**src/rtl/wb_port_arbiter_pkg.sv**
```systemverilog
// Shared types and widths for the register-file writeback arbiter.
//   REG_ADDR_W : register address width
//   XLEN       : register data width
//   wb_entry_t : one queued writeback {wr, data}; wr sits in the MSBs
package wb_port_arbiter_pkg;

    localparam int unsigned REG_ADDR_W = 5;
    localparam int unsigned XLEN       = 32;

    typedef struct packed {
        logic [REG_ADDR_W-1:0] wr;
        logic [XLEN-1:0]       data;
    } wb_entry_t;

    localparam int unsigned ENTRY_W = $bits(wb_entry_t);

endpackage

```
**src/rtl/wb_port_arbiter_if.sv**
```systemverilog
// Bus between the MEM/WB stage, the long-latency unit, the register file and
// the hazard unit on one side, and the writeback arbiter on the other.
//   pipe_*     : in-order writeback request
//   lu_*       : long-latency unit result with ready handshake
//   rf_*       : register-file write port
//   stall_o    : pipeline freeze request
//   pend_o     : registers with a queued (not yet written) result
interface wb_port_arbiter_if;
    import wb_port_arbiter_pkg::*;

    logic                  pipe_RegWrite_i;
    logic [REG_ADDR_W-1:0] pipe_wr_i;
    logic [XLEN-1:0]       pipe_wdata_i;
    logic                  lu_valid_i;
    logic [REG_ADDR_W-1:0] lu_wr_i;
    logic [XLEN-1:0]       lu_wdata_i;
    logic                  lu_ready_o;
    logic                  rf_we_o;
    logic [REG_ADDR_W-1:0] rf_wr_o;
    logic [XLEN-1:0]       rf_wdata_o;
    logic                  stall_o;
    logic [XLEN-1:0]       pend_o;

    // Driver side: pipeline, LU, register file and hazard unit.
    modport master (
        output pipe_RegWrite_i, pipe_wr_i, pipe_wdata_i,
        output lu_valid_i, lu_wr_i, lu_wdata_i,
        input  lu_ready_o, rf_we_o, rf_wr_o, rf_wdata_o, stall_o, pend_o
    );

    // Arbiter side.
    modport slave (
        input  pipe_RegWrite_i, pipe_wr_i, pipe_wdata_i,
        input  lu_valid_i, lu_wr_i, lu_wdata_i,
        output lu_ready_o, rf_we_o, rf_wr_o, rf_wdata_o, stall_o, pend_o
    );

endinterface

```
**src/rtl/wb_port_arbiter_fifo.sv**
```systemverilog
// Synchronous FIFO holding deferred LU results.
//   clk, rst      : clock, synchronous active-high reset (drops all entries)
//   push, wdata   : enqueue (ignored when full)
//   pop, rdata    : dequeue / head entry (ignored when empty)
//   full, empty   : occupancy flags
//   count         : number of valid entries
//   valid, tags   : per-slot valid bit and tag field (top TAG_W bits of the entry)
module wb_port_arbiter_fifo
    import wb_port_arbiter_pkg::*;
#(
    parameter int unsigned DEPTH = 2,
    parameter int unsigned WIDTH = ENTRY_W,
    parameter int unsigned TAG_W = REG_ADDR_W
) (
    input  logic                     clk,
    input  logic                     rst,
    input  logic                     push,
    input  logic [WIDTH-1:0]         wdata,
    input  logic                     pop,
    output logic [WIDTH-1:0]         rdata,
    output logic                     full,
    output logic                     empty,
    output logic [$clog2(DEPTH):0]   count,
    output logic [DEPTH-1:0]         valid,
    output logic [DEPTH*TAG_W-1:0]   tags
);

    localparam int unsigned PW = $clog2(DEPTH);
    localparam int unsigned CW = PW + 1;

    logic [WIDTH-1:0] mem_q [DEPTH];
    logic [PW-1:0]    rd_ptr_q, wr_ptr_q;
    logic [CW-1:0]    count_q;
    logic             do_push, do_pop;

    assign full    = (count_q == CW'(DEPTH));
    assign empty   = (count_q == '0);
    assign count   = count_q;
    assign rdata   = mem_q[rd_ptr_q];
    assign do_push = push & ~full;
    assign do_pop  = pop & ~empty;

    always_ff @(posedge clk) begin
        if (rst) begin
            rd_ptr_q <= '0;
            wr_ptr_q <= '0;
            count_q  <= '0;
        end else begin
            // Pointers wrap naturally since DEPTH is a power of two.
            if (do_push) wr_ptr_q <= wr_ptr_q + PW'(1);
            if (do_pop)  rd_ptr_q <= rd_ptr_q + PW'(1);
            count_q <= count_q + CW'(do_push) - CW'(do_pop);
        end
    end

    always_ff @(posedge clk) begin
        if (do_push) mem_q[wr_ptr_q] <= wdata;
    end

    // A slot is live when its distance from the read pointer is below count.
    always_comb begin
        valid = '0;
        tags  = '0;
        for (int i = 0; i < DEPTH; i++) begin
            valid[i]               = {1'b0, PW'(PW'(i) - rd_ptr_q)} < count_q;
            tags[i*TAG_W +: TAG_W] = mem_q[i][WIDTH-1 -: TAG_W];
        end
    end

endmodule

```
**src/rtl/wb_port_arbiter.sv**
```systemverilog
// Register-file write-port arbiter between the in-order MEM/WB writeback and
// an out-of-order long-latency unit (LU).
//   clk, rst : clock, synchronous active-high reset
//   bus      : wb_port_arbiter_if slave (pipe/LU inputs, RF port, stall, pend)
// Pipeline wins the port; LU results that lose are queued and drained in idle
// writeback cycles. A queue that goes MAX_WAIT cycles without a pop forces a
// single-cycle pipeline stall so the head gets written.
module wb_port_arbiter
    import wb_port_arbiter_pkg::*;
#(
    parameter int unsigned DEPTH    = 2,
    parameter int unsigned MAX_WAIT = 4
) (
    input logic               clk,
    input logic               rst,
    wb_port_arbiter_if.slave  bus
);

    localparam int unsigned CW = $clog2(DEPTH) + 1;
    localparam int unsigned WW = $clog2(MAX_WAIT + 1);

    wb_entry_t                   lu_entry, head;
    logic                        full, empty;
    logic [CW-1:0]               count;
    logic [DEPTH-1:0]            valid;
    logic [DEPTH*REG_ADDR_W-1:0] tags;

    logic pipe_req, lu_acc, lu_wr_nz, pop, bypass, push;
    logic [WW-1:0] wait_q, wait_d;
    logic          stall_q;

    // While stalled the pipeline re-presents its inputs, so they are ignored.
    assign pipe_req = bus.pipe_RegWrite_i & (bus.pipe_wr_i != '0) & ~stall_q;
    assign lu_acc   = bus.lu_valid_i & ~full;
    assign lu_wr_nz = lu_acc & (bus.lu_wr_i != '0);
    assign pop      = ~pipe_req & ~empty;
    assign bypass   = ~pipe_req & empty & lu_wr_nz;
    assign push     = lu_wr_nz & ~bypass;

    assign lu_entry.wr   = bus.lu_wr_i;
    assign lu_entry.data = bus.lu_wdata_i;

    wb_port_arbiter_fifo #(
        .DEPTH (DEPTH),
        .WIDTH (ENTRY_W),
        .TAG_W (REG_ADDR_W)
    ) u_fifo (
        .clk   (clk),
        .rst   (rst),
        .push  (push),
        .wdata (lu_entry),
        .pop   (pop),
        .rdata (head),
        .full  (full),
        .empty (empty),
        .count (count),
        .valid (valid),
        .tags  (tags)
    );

    // Ready comes from registered occupancy only; a same-cycle pop frees nothing.
    assign bus.lu_ready_o = ~full;
    assign bus.stall_o    = stall_q;

    always_comb begin
        bus.rf_we_o    = 1'b0;
        bus.rf_wr_o    = '0;
        bus.rf_wdata_o = '0;
        if (pipe_req) begin
            bus.rf_we_o    = 1'b1;
            bus.rf_wr_o    = bus.pipe_wr_i;
            bus.rf_wdata_o = bus.pipe_wdata_i;
        end else if (pop) begin
            bus.rf_we_o    = 1'b1;
            bus.rf_wr_o    = head.wr;
            bus.rf_wdata_o = head.data;
        end else if (bypass) begin
            bus.rf_we_o    = 1'b1;
            bus.rf_wr_o    = bus.lu_wr_i;
            bus.rf_wdata_o = bus.lu_wdata_i;
        end
        if (rst) bus.rf_we_o = 1'b0;
    end

    always_comb begin
        bus.pend_o = '0;
        for (int i = 0; i < DEPTH; i++) begin
            if (valid[i]) bus.pend_o[tags[i*REG_ADDR_W +: REG_ADDR_W]] = 1'b1;
        end
    end

    // Starvation: count cycles the queue sits non-empty without a pop.
    assign wait_d = ((count != '0) && !pop) ? wait_q + WW'(1) : '0;

    always_ff @(posedge clk) begin
        if (rst) begin
            wait_q  <= '0;
            stall_q <= 1'b0;
        end else begin
            wait_q  <= wait_d;
            stall_q <= (wait_d == WW'(MAX_WAIT));
        end
    end

endmodule

```
**src/flat_wrapper.sv**
```systemverilog
// flat-port wrapper written by rule: the top's interface ports become plain ports
module wb_port_arbiter_flat import wb_port_arbiter_pkg::*;
#(
    parameter int unsigned DEPTH    = 2,
    parameter int unsigned MAX_WAIT = 4
)
  (clk, rst, bus_pipe_RegWrite_i, bus_pipe_wr_i, bus_pipe_wdata_i, bus_lu_valid_i, bus_lu_wr_i, bus_lu_wdata_i, bus_lu_ready_o, bus_rf_we_o, bus_rf_wr_o, bus_rf_wdata_o, bus_stall_o, bus_pend_o);
  wb_port_arbiter_if bus_i ();
  input logic clk;
  input logic rst;
  input wire logic [$bits(bus_i.pipe_RegWrite_i)-1:0] bus_pipe_RegWrite_i;
  input wire logic [$bits(bus_i.pipe_wr_i)-1:0] bus_pipe_wr_i;
  input wire logic [$bits(bus_i.pipe_wdata_i)-1:0] bus_pipe_wdata_i;
  input wire logic [$bits(bus_i.lu_valid_i)-1:0] bus_lu_valid_i;
  input wire logic [$bits(bus_i.lu_wr_i)-1:0] bus_lu_wr_i;
  input wire logic [$bits(bus_i.lu_wdata_i)-1:0] bus_lu_wdata_i;
  output wire logic [$bits(bus_i.lu_ready_o)-1:0] bus_lu_ready_o;
  output wire logic [$bits(bus_i.rf_we_o)-1:0] bus_rf_we_o;
  output wire logic [$bits(bus_i.rf_wr_o)-1:0] bus_rf_wr_o;
  output wire logic [$bits(bus_i.rf_wdata_o)-1:0] bus_rf_wdata_o;
  output wire logic [$bits(bus_i.stall_o)-1:0] bus_stall_o;
  output wire logic [$bits(bus_i.pend_o)-1:0] bus_pend_o;
  assign bus_i.pipe_RegWrite_i = bus_pipe_RegWrite_i;
  assign bus_i.pipe_wr_i = bus_pipe_wr_i;
  assign bus_i.pipe_wdata_i = bus_pipe_wdata_i;
  assign bus_i.lu_valid_i = bus_lu_valid_i;
  assign bus_i.lu_wr_i = bus_lu_wr_i;
  assign bus_i.lu_wdata_i = bus_lu_wdata_i;
  assign bus_lu_ready_o = bus_i.lu_ready_o;
  assign bus_rf_we_o = bus_i.rf_we_o;
  assign bus_rf_wr_o = bus_i.rf_wr_o;
  assign bus_rf_wdata_o = bus_i.rf_wdata_o;
  assign bus_stall_o = bus_i.stall_o;
  assign bus_pend_o = bus_i.pend_o;
  wb_port_arbiter #(.DEPTH(DEPTH), .MAX_WAIT(MAX_WAIT)) u_core (.clk(clk), .rst(rst), .bus(bus_i));
endmodule
```
**config.mk**
```make
export PLATFORM = sky130hd
export DESIGN_NAME = wb_port_arbiter_flat
export DESIGN_NICKNAME = d
export VERILOG_FILES = /design/src/rtl/wb_port_arbiter_pkg.sv /design/src/rtl/wb_port_arbiter_if.sv /design/src/rtl/wb_port_arbiter_fifo.sv /design/src/rtl/wb_port_arbiter.sv /design/src/flat_wrapper.sv
export SDC_FILE = /design/constraint.sdc
export NUM_CORES = 1
export LEC_CHECK = 0
export BUFFER_PORTS_ARGS = -buffer_cell sky130_fd_sc_hd__buf_2
export CAP_MARGIN = 0
export CORE_ASPECT_RATIO = 0.75
export CORE_UTILIZATION = 45
export CTS_CLUSTER_DIAMETER = 30
export DETAILED_ROUTE_END_ITERATION = 7
export GPL_TIMING_DRIVEN = 0
export HOLD_SLACK_MARGIN = 0.02
export PLACE_DENSITY = 0.73
export SLEW_MARGIN = 20
export SYNTH_ARGS = -nofsm -noshare
export SYNTH_HDL_FRONTEND = slang
export SYNTH_SLANG_ARGS = --single-unit
```
**constraint.sdc**
```tcl
create_clock -name clk -period 2.9 [get_ports clk]
set_input_delay 0.435 -clock clk [delete_from_list [all_inputs] [get_ports clk]]
set_output_delay 0.435 -clock clk [all_outputs]
set_load 0.03 [all_outputs]
```
==> out/metrics.yaml, run 1 <==
setup_viol: 0
rsz0062_at_grt: "no"
hp-start: "bus_lu_wdata_i[27]"
reg2reg_from: "u_core.bus.stall_o$_SDFF_PP0_"
synth_seq_area_share: 0.574
p_per_area_nw_per_um2: 775
grt_pass1_wl_mm: 16.5
required_ns: 2.47
grt_max_degree: 22
post_route_cells_drive_above_1_share: 0.382
netlist_instances: 336
relSlewSlack: 0.474
cts_setup_buffers: 0
drv_slew: 0
min_period_over_period: 0.960
cts_buffers: 9
num_vias: 3621
clock_latency_ns: 0.32
cts_tree: "built"
power_frac_seq: 0.360
skew_ns: 0.00586
syn_avg_cell_area_um2: 12.5
placed_area_um2: 5160
clk_pin_slew_ns: 0.06
cts-root-buf: "clkbuf_16"
p_leak_uw: 0.00212
worst_pin_slew_ns: 0.789
yosysWarnings: 0
die_w_um: 113
power.total_uw: 4220
firstDrtPassIters: 7
rrSetupSlack_ns: 0.45
peakVddDrop_mv: 0.500
whs_endpoint: "u_core.u_fifo.mem_q[1][27]$_DFFE_PP_"
power.switching_uw: 1530
ant_nets: 0
violations: "design-rule violations"
track_usage: 0.223
io_pins: 150
syn_nets: 417
routed_wl_mm: 11.0
reg2regPathDepth: 11
h-tree-depth: 3
wire_per_inst_um: 17.4
clkPwrFrac: 0.253
gr-total-overflow: 0
stdcell_area_um2: 5440
fmax_mhz: 359
die_area_um2: 9690
r2r-end: "u_core.u_fifo.count[1]$_SDFF_PP0_"
grt_pass1_vias: 3272
area_growth_pct: 30.0
swShare: 0.363
min_path_cells: 1
antenna_found_initial: 0
hp-class: "primary input to flip-flop"
pwr-share-comb: 0.387
synth_cell_types: 38
port_buffers: 148
synth_seq_cells: 83
initial_core_util: 0.463
clock-sinks: 83
drt_iter0_drc: 309
place.gp.congestion: 0.853
cp-end-kind: "output pin"
syn_area_um2: 4190
hold_viol_final: 0
outcome: "finished, violations left"
viasPerCell: 5.77
worstSetupPathType: "flip-flop to output pin"
nets: 578
dp_hpwl_mm: 7.85
p_int_uw: 2680
start_kind: "flip-flop"
arrival_ns: 2.35
antenna_cells: 0
die_h_um: 85.5
period_minus_slack_ns: 2.78
fillers: 753
coreArea_um2: 9050
rows: 30
cts_buffer_depth: 2
drc: 1
cp_max_fo: 10
maxCapViolations: 0
[synthesized netlist by cell type]
master / number / share of area
a21oi_1: 3 / 0.0036
a221o_1: 32 / 0.077
a31oi_1: 6 / 0.0090
and3_1: 2 / 0.0030
and3b_1: 1 / 0.0021
buf_1: 1 / 0.00090
buf_2: 4 / 0.0048
buf_4: 1 / 0.0018
buf_6: 6 / 0.016
clkbuf_1: 20 / 0.018
dfxtp_1: 9 / 0.043
edfxtp_1: 74 / 0.53
ha_1: 3 / 0.0090
inv_1: 2 / 0.0018
mux2_2: 1 / 0.0027
mux2i_1: 37 / 0.088
nand2_1: 9 / 0.0081
nand2b_1: 1 / 0.0015
nand3_1: 2 / 0.0024
nand3b_1: 7 / 0.013
nor2_1: 18 / 0.016
nor2b_1: 3 / 0.0045
nor3_1: 32 / 0.038
nor4_1: 1 / 0.0015
nor4_4: 1 / 0.0051
o211ai_1: 2 / 0.0036
o21ai_0: 6 / 0.0072
o21ai_1: 1 / 0.0012
o21bai_1: 1 / 0.0018
o22ai_1: 32 / 0.048
o31a_4: 1 / 0.0042
o31ai_1: 1 / 0.0018
or3_1: 5 / 0.0075
or3_4: 1 / 0.0027
or3b_2: 6 / 0.013
or4_1: 1 / 0.0018
xnor2_1: 1 / 0.0021
xor2_1: 2 / 0.0042
[critical path, stage by stage (launching register included)]
cell,delay (ns)
dfxtp_1,0.30
buf_2,0.26
clkbuf_1,0.64
mux2i_1,0.31
nor3_1,0.08
a221o_1,0.27
buf_2,0.17
[metal layers]
layer / up-vias / global-route usage / share of wire
met5: - / 0 / 0
met4: 0 / 0.0730 / 0.021
li1: 1675 / - / -
met3: 26 / 0.0410 / 0.058
met2: 174 / 0.356 / 0.47
met1: 1746 / 0.311 / 0.45
[final cells by class]
type | count | area [um^2] | area share
Clock buffer | 9 | 225 | 0.0414
Multi-Input combinational cell | 219 | 1620 | 0.297
Timing Repair Buffer | 150 | 796 | 0.146
Inverter | 2 | 7.51 | 0.00138
Clock inverter | 5 | 55.1 | 0.0101
Buffer | 32 | 180 | 0.0331
Sequential cell | 83 | 2400 | 0.441
Tap cell | 128 | 160 | 0.0294
[flip-flops by register name (all words and copies together) (netlist names), named ones only]
name,count
u_core.bus.stall_o,1
u_core.u_fifo.wr_ptr_q,1
u_core.u_fifo.count,2
u_core.wait_q,3
u_core.u_fifo.mem_q,74
u_core.u_fifo.rd_ptr_q,1
[cell families after synthesis]
logic type | share of synthesized area
flops | 0.574
simple gates | 0.120
buf+inv | 0.0433
xor+xnor | 0.00628
compound gates | 0.157
mux | 0.0912
fa+ha+maj | 0.00897
[layout by cell type, fill, tap and decap left out, types with 2 or more instances in the layout]
cell	instances
a21oi_1	3
a221o_1	32
a31oi_1	6
and3_1	2
buf_16	2
buf_2	152
buf_6	6
clkbuf_1	15
clkbuf_16	9
clkbuf_2	5
dfxtp_1	9
edfxtp_1	74
ha_1	3
inv_1	2
mux2i_1	37
nand2_1	9
nand3_1	2
nand3b_1	7
nor2_1	16
nor2_4	2
nor2b_1	3
nor3_1	32
o211ai_1	2
o21ai_0	6
o22ai_1	32
or3_1	5
or3b_2	6
xor2_1	2
[power by group through the flow]
stage	clock network, uW	registers [uW]	logic (uW)
6_report	1070	1520	1630
3_3_place_gp	0	1550	1550
5_1_grt	1140	1530	1760
3_5_place_dp	0	1540	1610
4_1_cts	1090	1520	1630
2_1_floorplan	0	1530	1150
[through the flow]
stage	setup TNS (ns)	worst slack, ns	utilization	hold slack, ns	instances
5_1_grt	0	0.00732	0.602	0.303	628
4_1_cts	0	0.00928	0.601	0.304	628
2_1_floorplan	-17.37	-0.235	-	0.421	336
3_3_place_gp	-94.73	-1.28	0.562	0.444	612
3_5_place_dp	0	0.138	0.570	0.445	614
6_report	0	0.117	0.602	0.314	628
[repair_timing]
item	in CTS	in global routing
hold buffers	0	0
resized for setup	2	6
setup endpoints to repair	10	12
[worst max-delay path by stage]
stage               depth (start not counted)  slack (ns)                         startpoint                                   end
finish                                      6        0.12                          flip-flop                     bus_rf_wdata_o[2]
global route                                6       0.007                          flip-flop                     bus_rf_wdata_o[2]
CTS                                         8       0.009      u_core.bus.stall_o$_SDFF_PP0_                     bus_rf_wdata_o[1]
detailed placement                         10        0.14                   bus_pipe_wr_i[4]     u_core.u_fifo.count[1]$_SDFF_PP0_
global placement                            6       -1.28                bus_pipe_RegWrite_i  u_core.u_fifo.mem_q[0][16]$_DFFE_PP_
floorplan                                   4       -0.23  u_core.u_fifo.count[0]$_SDFF_PP0_   u_core.u_fifo.mem_q[0][0]$_DFFE_PP_
Power figures use the tool's default switching activity.
==> run 2, diff against run 1 <==
--- a/config.mk
+++ b/config.mk
@@ -13,7 +13,7 @@
 export DETAILED_ROUTE_END_ITERATION = 7
 export GPL_TIMING_DRIVEN = 0
 export HOLD_SLACK_MARGIN = 0.02
-export PLACE_DENSITY = 0.73
+export PLACE_DENSITY = 0.75
 export SLEW_MARGIN = 20
 export SYNTH_ARGS = -nofsm -noshare
 export SYNTH_HDL_FRONTEND = slang
==> run 2 against run 1 <==
  * Register-to-register slack worse by 0.02 ns
  * Highest routed layer unchanged
  * Die area stayed put
  * Combinational power hardly changed
  * Hold slack worse by 0.0048 ns
  * Via count is 1.2% lower
  * The flow still finishes with violations (design-rule violations)
  * Flip-flop and latch count stayed put
  * Cell count is 0.32% higher
  * First-iteration DRC count is 21% lower
==> out/metrics.yaml, run 2 (synthesized netlist as in run 1, its figures left out) <==
period_minus_slack_ns: 2.77
nets: 578
firstDrtPassIters: 7
path_delay_family: "buffers and inverters"
coreArea_um2: 9050
clk_pin_slew_ns: 0.06
cts_setup_buffers: 0
arrival_ns: 2.34
worst_pin_slew_ns: 0.807
rsz0062_at_grt: "yes"
antenna_cells: 0
die_h_um: 85.5
track_usage: 0.221
drc: 2
hold_viol_final: 0
wire_per_inst_um: 17.2
post_route_cells_drive_above_1_share: 0.384
clock-sinks: 83
crit_chain: "buf_2, clkbuf_1, mux2i_1, nor3_1, a221o_1, buf_2"
violations: "design-rule violations"
clock_latency_ns: 0.32
critical_path_buf_inv_count: 3
crit_top_cell: "buf_2"
gr-total-overflow: 0
initial_core_util: 0.463
fin_hold_ws_ns: 0.309
p_per_area_nw_per_um2: 784
cts_tree: "built"
post-route-worst-setup-slack_ns: 0.125
antenna_found_initial: 0
fillers: 771
setup_viol: 0
largest-register: "u_core.u_fifo.mem_q"
start_kind: "flip-flop"
dp_hpwl_mm: 7.84
mostFrequentLayoutCells: "152 x buf_2, 74 x edfxtp_1, 37 x mux2i_1"
maxCapViolations: 0
cp-end-kind: "output pin"
viasPerCell: 5.68
p_leak_uw: 0.00213
rows: 30
h-tree-depth: 3
num_vias: 3577
grt_pass1_wl_mm: 16.6
peakVddDrop_mv: 0.453
place.gp.congestion: 0.888
drt_iter0_drc: 245
slowest_delay_ns: 0.65
io_pins: 150
port_buffers: 148
finalSetupTns_ns: 0
area_growth_pct: 30.4
grt_pass1_vias: 3260
routed_wl_mm: 10.8
cts_buffers: 9
cts_buffer_depth: 2
largest_reg_flops: 74
slowest_stage: "clkbuf_1"
drv_slew: 0
required_ns: 2.47
layout_commonest_cell: "buf_2"
worstSetupPathType: "flip-flop to output pin"
ant_nets: 0
skew_ns: 0.00596
cp_max_fo: 10
min_period_over_period: 0.957
grt_max_degree: 25
die_area_um2: 9690
fmax_mhz: 360
cts-root-buf: "clkbuf_16"
hp-class: "primary input to flip-flop"
die_w_um: 113
outcome: "finished, violations left"
pre_cts_ws_ns: 0.135
relSlewSlack: 0.462
## run 2: changes by cell type in the layout (fill, tap and decap cells not counted)
cell      previous run  this run
buf_16               2         1
inv_8                0         1
inv_6                1         3
clkbuf_2             5         4
buf_12               0         1
clkinv_1             1         0
clkbuf_1            15        16
## run 2: worst reg2reg max path, cell delays in order (launching register included)
cell and delay [ns]:
dfxtp_1 0.29, clkbuf_1 0.20, nor2_1 0.25, clkbuf_2 0.27
clkbuf_1 0.38, nor2_1 0.11, ha_1 0.28, inv_1 0.04
ha_1 0.18, xor2_1 0.16, xnor2_1 0.14, nor2_1 0.06
## run 2: per-layer routing
metal,GRT usage,wire length [um],vias up
met1,0.319,5020,1736
met2,0.352,5130,139
li1,-,-,1680
met4,0.0634,177,0
met3,0.0297,482,22
met5,0,0,-
## run 2: layout make-up
| type | instances | area, um^2 | area share |
|---|---|---|---|
| timing repair buffer | 150 | 788 | 0.144 |
| clock buffer | 9 | 225 | 0.0413 |
| clock inverter | 7 | 80.1 | 0.0147 |
| tap | 128 | 160 | 0.0293 |
| sequential | 83 | 2400 | 0.440 |
| buffer | 32 | 179 | 0.0328 |
| inverter | 2 | 7.51 | 0.00138 |
| multi-input combinational | 219 | 1620 | 0.296 |
## run 2: final timing paths
check	startpoint	endpoint	slack, ns	cells after the start
setup / recovery	flip-flop	bus_rf_wdata_o[13]	0.13	6
hold / removal	bus_lu_wdata_i[11]	u_core.u_fifo.mem_q[1][11]$_DFFE_PP_	0.31	1
setup reg to reg	u_core.u_fifo.count[1]$_SDFF_PP0_	u_core.u_fifo.count[1]$_SDFF_PP0_	0.43	11
hold reg to reg	u_core.wait_q[0]$_SDFF_PP0_	u_core.wait_q[0]$_SDFF_PP0_	0.46	1
## run 2: repair_timing
item,4_1_cts,5_1_grt
gates cloned,0,0
setup endpoints to repair,10,22
pin swaps,0,0
hold buffers,0,0
gates resized for setup,1,6
## run 2: stage by stage
step	cells	util	total power, uW	area (um^2)
after global placement	612	0.562	3100	5090
after global routing	630	0.603	4500	5460
final	630	0.603	4280	5460
after detailed placement	614	0.569	3150	5150
after floorplan	336	-	2680	4190
after CTS	630	0.603	4310	5460
## run 2: where the power goes
part / internal [uW] / switching, uW
Sequential: 1460 / 53.3
Clock: 680 / 465
Combinational: 560 / 1060
